File: config.mk
export PLATFORM = sky130hd
export DESIGN_NAME = contador_param
export DESIGN_NICKNAME = d
export VERILOG_FILES = /design/src/rtl/contador_param.sv
export SDC_FILE = /design/constraint.sdc
export NUM_CORES = 1
export LEC_CHECK = 0
export CORE_UTILIZATION = 40
export CTS_BUF_LIST = sky130_fd_sc_hd__clkbuf_16
export DETAILED_ROUTE_END_ITERATION = 8
export GPL_TIMING_DRIVEN = 0
export HOLD_SLACK_MARGIN = 0.02
export PLACE_DENSITY = 0.67
export SKIP_LAST_GASP = 1
export SYNTH_ARGS = -nofsm -noshare
export SYNTH_HDL_FRONTEND = slang
export SYNTH_SLANG_ARGS = --single-unit
File: constraint.sdc
create_clock -name clk -period 3.1 [get_ports clk]
set_input_delay 0.465 -clock clk [delete_from_list [all_inputs] [get_ports clk]]
set_output_delay 0.465 -clock clk [all_outputs]
set_load 0.005 [all_outputs]
File: src/rtl/contador_param.sv
// Single-register up/down/step/load counter with wrap or saturate at the boundaries,
// registered load/rco pulses and a sticky overflow flag.
module contador_param #(
    parameter int WIDTH = 32,
    parameter     STEP  = 3
) (
    input  logic             clk,
    input  logic             reset,
    input  logic             enable,
    input  logic [1:0]       mode,
    input  logic [WIDTH-1:0] D,
    input  logic             saturate,
    input  logic             clr_ovf,
    output logic             load,
    output logic             rco,
    output logic             ovf,
    output logic [WIDTH-1:0] Q
);

    typedef enum logic [1:0] {
        MODE_UP   = 2'b00,
        MODE_DN   = 2'b01,
        MODE_STEP = 2'b10,
        MODE_LOAD = 2'b11
    } mode_e;

    // All arithmetic is one bit wider than the counter; the top bit is the carry/borrow.
    localparam logic [WIDTH:0] ONE_X  = {{WIDTH{1'b0}}, 1'b1};
    localparam logic [WIDTH:0] STEP_X = (WIDTH+1)'(STEP);

    logic [WIDTH-1:0] q_q, q_d;
    logic             load_q, load_d;
    logic             rco_q, rco_d;
    logic             ovf_q, ovf_d;

    logic [WIDTH:0]   q_ext;
    logic [WIDTH:0]   up_x;
    logic [WIDTH:0]   dn_x;
    logic [WIDTH:0]   st_x;

    assign q_ext = {1'b0, q_q};
    assign up_x  = q_ext + ONE_X;
    assign dn_x  = q_ext - ONE_X;
    assign st_x  = q_ext - STEP_X;

    always_comb begin
        q_d    = q_q;
        load_d = 1'b0;
        rco_d  = 1'b0;
        if (enable) begin
            case (mode_e'(mode))
                MODE_UP: begin
                    rco_d = up_x[WIDTH];
                    q_d   = (saturate && up_x[WIDTH]) ? q_q : up_x[WIDTH-1:0];
                end
                MODE_DN: begin
                    rco_d = dn_x[WIDTH];
                    q_d   = (saturate && dn_x[WIDTH]) ? q_q : dn_x[WIDTH-1:0];
                end
                MODE_STEP: begin
                    rco_d = st_x[WIDTH];
                    q_d   = (saturate && st_x[WIDTH]) ? '0 : st_x[WIDTH-1:0];
                end
                MODE_LOAD: begin
                    q_d    = D;
                    load_d = 1'b1;
                end
                default: begin
                    q_d = q_q;
                end
            endcase
        end
        // A boundary crossing in the same cycle as a clear keeps the flag set.
        ovf_d = rco_d | (ovf_q & ~clr_ovf & ~load_d);
    end

    always_ff @(posedge clk or negedge reset) begin
        if (!reset) begin
            q_q    <= '0;
            load_q <= 1'b0;
            rco_q  <= 1'b0;
            ovf_q  <= 1'b0;
        end else begin
            q_q    <= q_d;
            load_q <= load_d;
            rco_q  <= rco_d;
            ovf_q  <= ovf_d;
        end
    end

    assign Q    = q_q;
    assign load = load_q;
    assign rco  = rco_q;
    assign ovf  = ovf_q;

endmodule

# After elaboration in Yosys (flattened, before gate mapping)
# Cells that the tools add are included.
[op_classes]
n_addsub = 3
n_eq_ne = 5
n_mux = 8
bitwise_logic = 5
n_reduce_logical = 5
[op_table]
columns = ["op", "count"]
rows = [
  ["32-bit one-hot mux with 4 select lines", 1],
  ["32-bit 2-to-1 mux", 3],
  ["32-bit by 1-bit adder with 33-bit output, second input constant", 1],
  ["32-bit by 1-bit subtractor with 33-bit output, second input constant", 1],
  ["32-bit by 2-bit subtractor with 33-bit output, second input constant", 1],
  ["2-bit equality test, second input constant", 2],
  ["2-bit != test, second input constant", 2],
  ["1-bit logical AND", 3],
  ["1-bit 2-to-1 mux", 3],
  ["1-bit one-hot mux with 3 select lines", 1],
  ["3-bit AND reduction", 1],
  ["1-bit bitwise AND", 2],
  ["2-bit by 1-bit equality test with 1-bit output, second input constant", 1],
  ["2-bit zero test", 1],
  ["1-bit NOT", 2],
  ["1-bit OR", 1],
]
[word_totals]
register_bits = 35
inputBits = 39
out_inout_bits = 35
word_cells = 30

# Depth between registers and ports, before layout
[logic_depth]
ltp_word = 6
ltp_mapped = 10
depth_no_buf = 8

# Worst setup path after synthesis
# OpenSTA, ideal clock, no wires.
[synth_path]
path_kind = "register -> register"
start = "register q_q[4], in the netlist Q[4]"
end = "register q_q[24], in the netlist Q[24]"
setup_time_ns = 0.122
arrival_time_ns = 2.398
required_time_ns = 2.978
path_slack_ns = 0.580
stages_incl_launch_ff = 9
path_buffers = 2
synth_period_minus_slack_ns = 2.520
cell_sequence = "dfrtp_1 > buf_2 > or4_1 > buf_2 > nor4_1 > nand4_1 > xnor2_1 > a211o_1 > a32o_1"
[synth_between]
elab_chain_cells = 4
word_cells_on_any_way = 13
classes_between = "add/sub: 3; eq/ne: 2; mux: 4; reduce/logical: 4"
[synth_lines]
columns = ["element", "line_no", "text"]
rows = [
  ["start: declaration", "31", "logic [WIDTH-1:0] q_q, q_d;"],
  ["start signal: assignment", "84", "q_q <= q_d;"],
  ["32-bit by 2-bit subtractor with 33-bit output, or another cell as far along", "44", "assign st_x = q_ext - STEP_X;"],
  ["1-bit logical AND, on equally long branches", "62, 54, 58", ""],
  ["32-bit 2-to-1 mux or 2-bit != test (tied branches)", "-", ""],
  ["32-bit one-hot mux with 4 select lines or 3-bit AND reduction (tied branches)", "-", ""],
]
# Parallel ways exist; a longest one is shown, timed or not. The select of a mux whose other input is x is not followed.
# A chain may end at the register's enable or synchronous reset.

# Worst setup path after layout
[layout_path]
start = "input mode[1]"
end = "register q_q[8], in the netlist Q[8]"
[layout_between]
elab_chain_cells = 3
word_cells_on_any_way = 8
classes_between = "eq/ne: 5; mux: 1; reduce/logical: 2"
[layout_lines]
columns = ["element", "line_no", "text"]
rows = [
  ["start: declaration", "10", "input logic [1:0] mode,"],
  ["2-bit by 1-bit equality test with 1-bit output or 2-bit zero test (tied branches)", "51", "case (mode_e'(mode))"],
  ["2-bit != test (no source line)", "-", ""],
  ["3-bit AND reduction (no source line)", "-", ""],
]
# Parallel ways exist; a longest one is shown, timed or not.

==> impl_metrics.tcl <==
set metrics [dict create \
    core_um2 10280 \
    synth_top_family_by_area "simple AND/OR/NAND/NOR gates" \
    cp_top_family "buffers and inverters" \
    grt_first_pass_wirelength_um 30190 \
    drive_above_1_share_pct 10.38 \
    drc 0 \
    worst_pin_slew_ps 896.0 \
    netlist_top_cells_area "dfrtp_1, nand2_1, a21oi_1" \
    cts_buffer_depth 2 \
    crit_buf_inv 3 \
    io_pins 74 \
    area_delta_synth_final_pct 26.30 \
    max_freq_mhz 323.2 \
    ys_types 67 \
    routed_wl_um 20750 \
    die_w_um 104.7 \
    cap_violations 0 \
    reg2reg_slack_ps 50 \
    synth_fa_ha_area_share_pct 0.5929 \
    grtUsageMet1_pct 47.82 \
    numCtsBuffers 5 \
    path_class "primary input to register" \
    critPathArrivalTime_ps 3260 \
    fin_nets 705 \
    route.vias.total 5323 \
    n_antenna_cell 0 \
    clockRootBuffer "clkbuf_16" \
    synth-main-ff-cell "dfrtp_1" \
    syn_inst 582 \
    hold_viol 0 \
    netlist.area_leader.share_pct 20.75 \
    r2r_cells 9 \
    r2r_end "Q[3]" \
    clock_sinks 35 \
    grtUsageMet3_pct 7.985 \
    max-slew-margin-rel_pct 39.64 \
    postCtsHoldBufs 0 \
    critPathRequiredTime_ps 3270 \
    final_core_util_pct 51.86 \
    drt_iter0_drc 525 \
    cp_max_fo 10 \
    rows 37 \
    routabilityCongestion 0.9652 \
    grt_max_degree 36 \
    synthesis.nets 623 \
    busiest_layer "met2" \
    hpwl_um 14740 \
    htreeDepth 2 \
    avgSynthCellArea_um2 7.251 \
    final_cell_mix "clkdlybuf4s50_1, nand2_1, a21oi_1, o21ai_0, nor2_1" \
    period_share_pct 99.82 \
    final-seq-area_um2 875.8 \
    synth_mux_area_share_pct 0.9487 \
    multi_input_area_um2 3087 \
    period_needed_ps 3094 \
    powerDensity_nw_per_um2 475.5 \
    dr.pass1.iters 7 \
    slowest_delay_ps 470 \
    finalSetupTns_ps 0 \
    die_height_um 104.7 \
    grt_setup_unrepaired "true" \
    path_cells "clkdlybuf4s50_1, clkbuf_1, nor2_1, and3_1, a31oi_4, buf_2, o21ai_0, a32o_1" \
    gr-usage-met2_pct 58.61 \
    layout_commonest_cell "clkdlybuf4s50_1" \
    skew_ps 8.879 \
    yosysSeqAreaShare_pct 20.75 \
    cp-startpoint "mode[1]" \
    fillers 1072 \
    synth_xor_area_share_pct 5.811 \
    via_per_inst 6.645 \
    clk_pin_slew_worst_paths_ps 60 \
    synth_area_um2 4220 \
    antenna_left 0 \
    dieArea_um2 10970 \
    r2r-start "Q[20]" \
    outcome "finished, final reports clean" \
    wl_per_cell_um 25.90 \
    cp-end-kind "register" \
    setup_viol 0 \
    clk-insertion-delay-late_ps 290 \
    io_buffers 71 \
    grt_usage_pct 37.35 \
    drv_slew 0 \
    yosys.area_share.simple_pct 35.31 \
    synth_compound_area_share_pct 28.99 \
    p_leak_nw 1.903 \
    critPathLaunchType "primary input" \
    synth_top_cell_by_area "dfrtp_1" \
    synthArstFlopShare_pct 100.0 \
    grt-ovfl-total 0 \
    cp_slowest_cell "clkdlybuf4s50_1" \
    initial_core_util_pct 41.06 \
    ys_warn_count 0 \
    hold_class "primary input to asynchronous set/reset pin" \
    irDropWorstVdd_v 0.0002487 \
    synth_edf_count 0 \
    antenna_found_initial 0 \
    grt_pass1_vias 4952 \
    cts_tree "done" \
    ys_seq_elements 35 \
]
## through the flow
step / setup slack, ps / power [mW] / hold slack [ps] / instances / instance area, um^2
2_1_floorplan: 580.2 / 1.428 / 169.4 / 582 / 4220
3_3_place_gp: -353.6 / 1.942 / 593.3 / 789 / 5101
3_5_place_dp: -349.4 / 1.956 / 611.2 / 789 / 5096
4_1_cts: 26.73 / 2.480 / 349.9 / 799 / 5269
5_1_grt: -0.5089 / 2.651 / 384.1 / 801 / 5330
6_report: 5.514 / 2.534 / 305.6 / 801 / 5330
## worst max-delay path by stage
stage	endpoint	slack, ps	cells past startpoint
final	Q[8]	6	8
after global routing	Q[8]	-0.5	8
after CTS	Q[31]	30	9
after global placement	Q[24]	-350	8
after detailed placement	Q[8]	-350	8
after floorplan	Q[24]	580	8
## power by group
part	total, mW	leakage, nW	internal [mW]	switching [mW]
Clock	0.513	0.0701	0.291	0.222
Sequential	0.646	0.424	0.548	0.0984
Combinational	1.38	1.41	0.541	0.834
## flip-flops by register name (all words and copies together) (netlist names)
register	count
Q	32
load	1
ovf	1
rco	1
## routing by layer
layer,vias up,wire (um),share of wire [%]
met5,-,0,0
met3,66,2129,10
met4,0,1010,4.9
met2,348,9316,45
met1,2545,8288,40
li1,2364,-,-
## timing repair
item,in CTS,in global routing
setup buffers,2,2
pin swaps,2,4
gates resized for setup,3,9
setup endpoints to repair,27,14
## cell type report
class / count / share of cell area [%]
plain buffers: 63 / 5.540
multi-input cells: 476 / 57.91
clock inverters: 3 / 0.2113
repair buffers: 75 / 13.80
inverters: 8 / 0.5634
flip-flops and latches: 35 / 16.43
well taps: 136 / 3.192
clock buffers: 5 / 2.347
## worst reg2reg max path, cell delays in order (launching register included)
cell and delay [ps]:
dfrtp_1 400, clkbuf_1 300, nor4_4 470, nand4_2 260, o21ai_0 400, buf_2 350, clkbuf_4 350, nor2_1 60
o21ai_0 160, o21ai_0 150
## synthesized netlist by cell type (7+ instances only)
cell      instances
a21oi_1          43
a31oi_1          12
and3_1           14
buf_2            25
clkbuf_1         33
dfrtp_1          35
inv_1             7
nand2_1          66
nand2b_1         10
nand3_1          23
nand4_1          22
nor2_1           41
nor3_1           21
nor4_1           17
o21ai_0          43
o22ai_1           9
or3_1            10
xnor2_1          14
xor2_1           14
## cell families (layout without fill, tap and decap cells)
logic type,Yosys count,after routing
simple gates,262,262
compound gates,180,180
buf+inv,71,154
flops,35,35
xor+xnor,28,28
mux,4,4
fa+ha+maj,2,2
(Power assumes the default switching activity.)
